[src/rtl/mar_ctrl.sv]
// mar_ctrl: memory address register with prioritised loads, increment and req/ack access handshake
module mar_ctrl #(
    parameter int ADDR_W   = 8,
    parameter int NUM_SRC  = 2,
    parameter int AUTO_INC = 1,
    parameter int TIMEOUT  = 16
) (
    input  logic                      clk,
    input  logic                      rst,
    input  logic [NUM_SRC*ADDR_W-1:0] src_addr,
    input  logic [NUM_SRC-1:0]        src_load,
    input  logic                      inc,
    input  logic                      acc_start,
    input  logic                      mem_ack,
    input  logic                      clr_err,
    output logic [ADDR_W-1:0]         mar_data,
    output logic                      mem_req,
    output logic                      busy,
    output logic                      timeout,
    output logic                      load_err
);
    localparam int CW = TIMEOUT > 1 ? $clog2(TIMEOUT) : 1;
    typedef enum logic {IDLE, REQ} state_t;
    state_t            state, state_nx;
    logic [ADDR_W-1:0] addr_nx, sel_addr;
    logic [CW-1:0]     cnt, cnt_nx;
    logic              to_nx, err_nx;
    // Scan from the top so the lowest asserted index wins
    always_comb begin
        sel_addr = '0;
        for (int i = NUM_SRC - 1; i >= 0; i--)
            if (src_load[i]) sel_addr = src_addr[i*ADDR_W +: ADDR_W];
    end
    always_comb begin
        state_nx = state;
        addr_nx  = mar_data;
        cnt_nx   = cnt;
        to_nx    = 1'b0;
        err_nx   = load_err & ~clr_err;
        if (state == IDLE) begin
            addr_nx = |src_load ? sel_addr : inc ? mar_data + ADDR_W'(1) : mar_data;
            if (acc_start) begin
                state_nx = REQ;
                cnt_nx   = '0;
            end
        end else begin
            if (|src_load || inc) err_nx = 1'b1;
            if (mem_ack) begin
                state_nx = IDLE;
                if (AUTO_INC != 0) addr_nx = mar_data + ADDR_W'(1);
            end else if (TIMEOUT > 0 && cnt == CW'(TIMEOUT - 1)) begin
                state_nx = IDLE;
                to_nx    = 1'b1;
            end else begin
                cnt_nx = cnt + CW'(1);
            end
        end
    end
    always_ff @(posedge clk) begin
        if (rst) begin
            state    <= IDLE;
            mar_data <= '0;
            cnt      <= '0;
            timeout  <= 1'b0;
            load_err <= 1'b0;
        end else begin
            state    <= state_nx;
            mar_data <= addr_nx;
            cnt      <= cnt_nx;
            timeout  <= to_nx;
            load_err <= err_nx;
        end
    end
    assign mem_req = state == REQ;
    assign busy    = mem_req;
endmodule

[config.mk]
export PLATFORM = sky130hd
export DESIGN_NAME = mar_ctrl
export DESIGN_NICKNAME = d
export VERILOG_FILES = /design/src/rtl/mar_ctrl.sv
export SDC_FILE = /design/constraint.sdc
export NUM_CORES = 1
export LEC_CHECK = 0
export CAP_MARGIN = 5
export CORE_MARGIN = 2
export CORE_UTILIZATION = 55
export CTS_CLUSTER_SIZE = 12
export DETAILED_ROUTE_END_ITERATION = 8
export DONT_BUFFER_PORTS = 1
export HOLD_SLACK_MARGIN = 0.1
export PLACE_DENSITY = 0.79
export SLEW_MARGIN = 20
export SYNTH_ARGS = -nofsm -noshare
export SYNTH_HDL_FRONTEND = slang
export SYNTH_SLANG_ARGS = --single-unit
[constraint.sdc]
create_clock -name clk -period 3.85 [get_ports clk]
set_input_delay 0.77 -clock clk [delete_from_list [all_inputs] [get_ports clk]]
set_output_delay 0.77 -clock clk [all_outputs]
set_load 0.005 [all_outputs]
# Word level (Yosys, flattened, before mapping)
# Index checks and enable logic that the tools add are counted.
dict set report totals {
  regBits 15
  in_bits 24
  out_inout_bits 12
  word_cells 38
}
dict set report classes {
  n_addsub 2
  eq_ne 4
  muxes 17
  n_bitwise 3
  n_reduce_logical 7
}
# operator count
set ops {}
lappend ops {{8-bit two-way mux} 6}
lappend ops {{4-bit two-way mux} 4}
lappend ops {{8-bit by 1-bit adder with 8-bit output, second input constant} 1}
lappend ops {{1-bit two-way mux} 7}
lappend ops {{2-bit inequality test, second input constant} 3}
lappend ops {{4-bit by 1-bit adder with 4-bit output, second input constant} 1}
lappend ops {{4-bit == test, second input constant} 1}
lappend ops {{3-bit AND reduction} 1}
lappend ops {{3-bit nonzero test} 1}
lappend ops {{3-bit OR reduction} 1}
lappend ops {{1-bit NOT} 2}
lappend ops {{2-bit AND reduction} 1}
lappend ops {{2-bit nonzero test} 1}
lappend ops {{2-bit OR reduction} 1}
lappend ops {{1-bit AND} 1}
lappend ops {{1-bit logical OR} 1}

# Depth between registers and ports, before layout
dict set report depth {
  depth_word 4
  ltp_mapped 5
}

# Worst setup path after synthesis
# No wires, ideal clock.
dict set report synth_path {
  path_type {input to register}
  start {input src_load[1]}
  end {register mar_data[2]}
  setup_time_ns 0.130
  arrival_ns 1.768
  setup_slack_ns 1.952
  path_stages 5
  cell_sequence {buf_6 > or4_4 > nand2_4 > or2_2 > o32ai_1}
}
dict set report synth_between {
  elab_chain_len 4
  word_cells_on_any_way 7
  classes_between {mux (4); reduce/logical (3)}
}
# item line_no
set synth_rtl {}
lappend synth_rtl {{start: declaration} 11} ;# input logic [NUM_SRC-1:0] src_load,
lappend synth_rtl {{8-bit two-way mux (2 in series)} 32} ;# if (src_load[i]) sel_addr = src_addr[i*ADDR_W +: ADDR_W];
lappend synth_rtl {{8-bit two-way mux} 41} ;# addr_nx = |src_load ? sel_addr : inc ? mar_data + ADDR_W'(1) : mar_data;
lappend synth_rtl {{8-bit two-way mux} 40} ;# if (state == IDLE) begin
lappend synth_rtl {{end signal: assignment} 68} ;# mar_data <= addr_nx;
lappend synth_rtl {{end: declaration} 16} ;# output logic [ADDR_W-1:0] mar_data,
# Parallel ways exist; a longest one is shown, timed or not.
# A chain may end at the register's enable or synchronous reset.

# Worst setup path in the final report
dict set report layout_path {
  start {register state (netlist: busy)}
  end {output busy}
}
# item line_no
set layout_rtl {}
lappend layout_rtl {{start: declaration} 24} ;# state_t state, state_nx;
lappend layout_rtl {{start signal: assignment} 67} ;# state <= state_nx;
lappend layout_rtl {{end: declaration} 18} ;# output logic busy,
# No word-level cell between the ends.

==> flow_summary.json <==
{
  "status": "finished clean",
  "detail-route-antenna-nets": 0,
  "cts_tree": "yes",
  "drt_iter0_markers": 12,
  "rsz0062_at_grt": "false",
  "cts_resized": 0,
  "crit_type": "register to output port",
  "cts_buffer_depth": 2,
  "die_y_microns": 45.09,
  "drive_gt1_share_pct": 10.09,
  "routabilityCongestion": 0.8510,
  "cp.required_ns": 3.08,
  "syn_to_final_growth_pct": 1.348,
  "final_util_pct": 61.04,
  "ys_top_cells_by_count": "15 x dfxtp_1, 13 x a21oi_1, 9 x nand3_1",
  "p_clk_share_pct": 28.2,
  "period_minus_slack_ns": 1.844,
  "synth_area_sq_um": 928.4,
  "ff2ff_setup_slack_ns": 2.03,
  "ys.flop_type": "dfxtp_1",
  "holdCritPathClass": "register to register",
  "grt_overflow_total": 0,
  "worst_slack_ns": 2.006,
  "synth_edf_count": 0,
  "synth_area_leader_cell": "dfxtp_1",
  "comb_power_share_pct": 15.8,
  "setup_violations": 0,
  "syn_inst": 111,
  "worst_pin_slew_ns": 0.7153,
  "swShare_pct": 30.18,
  "grt_pass1_wl_microns": 3325,
  "arrival_ns": 1.07,
  "end_kind": "output port",
  "setup_tns_ns": 0,
  "ys_seq_elements": 15,
  "grt_start_max_net_pins": 23,
  "io_pins": 36,
  "final.setup_skew_ns": 0.008989,
  "slew_viol_final": 0,
  "multi_input_area_sq_um": 574.3,
  "cp-start-kind": "register",
  "ys_types": 36,
  "syn-num-nets": 137,
  "drt-wirelength-per-cell_microns": 17.14,
  "relSlewSlack_pct": 52.25,
  "via_per_inst": 7.032,
  "post-route-period-util_pct": 47.90,
  "cts_buffers": 3,
  "diodes": 0,
  "p_int_mw": 0.2307,
  "dp_slack_ns": 1.980,
  "timing.fmax_mhz": 542.3,
  "ys_seq_area_share_pct": 32.35,
  "drc": 0,
  "numClockSinks": 15,
  "crit_fanout": 22,
  "nNetsFinal": 136,
  "clk_pin_slew_ns": 0.09,
  "num_rows": 14,
  "synth_area_leaders": "dfxtp_1 32%, a21oi_1 7.0%, o32a_1 5.4%, nand3_1 4.9%, a22oi_1 4.0%",
  "clk_latency_ns": 0.29,
  "seq_power_share_pct": 56.0,
  "nFillCells": 149,
  "p_sw_mw": 0.09974,
  "fp.dieW_microns": 45.09,
  "dr.pass1.iters": 4,
  "yosysMostFrequentCell": "dfxtp_1",
  "p_per_area_nw_per_um2": 351.2,
  "leakage_nw": 0.3091,
  "root_buffer": "clkbuf_4",
  "antenna_found_initial": 0,
  "initial_utilization_pct": 60.23,
  "yosys_warnings": 0,
  "cap_violations": 0,
  "synth_top_area_share_pct": 32.35,
  "die_area_sq_um": 2033,
  "hold_viol": 0,
  "vdd_drop_max_mv": 0.3252,
  "grt_pass1_vias": 748,
  "drt_wl_total_microns": 2143,
  "port_buffers": 0,
  "avgSynthCellArea_sq_um": 8.364,
  "dp_hpwl_microns": 1536,
  "num_vias": 879,
  "cts_setup_buffers": 0,
  "regArea_sq_um": 300.3,
  "core_sq_um": 1541,
  "grt_usage_pct": 22.33,
  "finalPower_mw": 0.3305,
  "holdBufCountCts": 0,
  "synthArstFlopShare_pct": 0,
  "cts_htree_levels": 1
}
-- cell usage in the layout, fill, tap and decap left out, drive strengths merged, types with 3 or more instances in the layout --
cell	n
clkbuf	3
dfxtp	15
o32a	5
or2	3
a22oi	5
a21oi	13
nor2b	5
o32ai	4
nor3	7
inv	5
o21ai	3
nand3	10
nand2b	4
nand2	3
-- logic make-up after synthesis --
kind of cell	after synthesis	synth area share, %
compound gates	39	29.92
flops	15	32.35
buf+inv	11	5.795
simple gates	42	27.36
fa+ha+maj	2	2.695
xor+xnor	2	1.887
-- through the flow --
step                      hold slack [ns]  std cells  cell area [sq um]
final                              0.4871        125              940.9
after global routing               0.5155        125              940.9
after CTS                          0.4937        125              940.9
after detailed placement           0.4796        121              913.4
after global placement             0.4692        121              913.4
after floorplan                    0.4603        111              928.4
-- metal layers --
metal | routed length (microns) | GRT usage, % | vias up
li1 | - | - | 426
met1 | 969 | 30.20 | 410
met2 | 964 | 34.57 | 41
met3 | 196 | 7.200 | 2
met4 | 13 | 5.294 | 0
met5 | 0 | 0 | -
-- path summary, 6_finish.rpt --
path,startpoint,end,cells past startpoint
setup / recovery,busy$_SDFF_PP0_,busy,0
hold / removal,load_err$_SDFF_PP0_,load_err$_SDFF_PP0_,2
setup reg to reg,busy$_SDFF_PP0_,mar_data[7]$_SDFFE_PP0P_,4
hold reg to reg,load_err$_SDFF_PP0_,load_err$_SDFF_PP0_,2
-- power by group through the flow --
stage                     clock, mW  combinational (mW)  sequential [mW]
final                        0.0932              0.0522            0.185
after global routing          0.103              0.0583            0.188
after CTS                    0.0942              0.0522            0.185
after detailed placement          0              0.0516            0.188
after global placement            0              0.0512            0.188
after floorplan                   0              0.0524            0.181
-- sequential cells by signal (all words and copies together) (netlist names) --
register / count
timeout: 1
busy: 1
mar_data: 8
cnt: 4
load_err: 1
-- layout make-up --
cell class                      instances  share of cell area (%)
Multi-Input combinational cell         85                   61.04
Sequential cell                        15                   31.91
Clock buffer                            3                   2.394
Tap cell                               16                   2.128
Inverter                                5                   1.995
Clock inverter                          1                  0.5319
No activity file was read; power rests on OpenSTA's default activity.
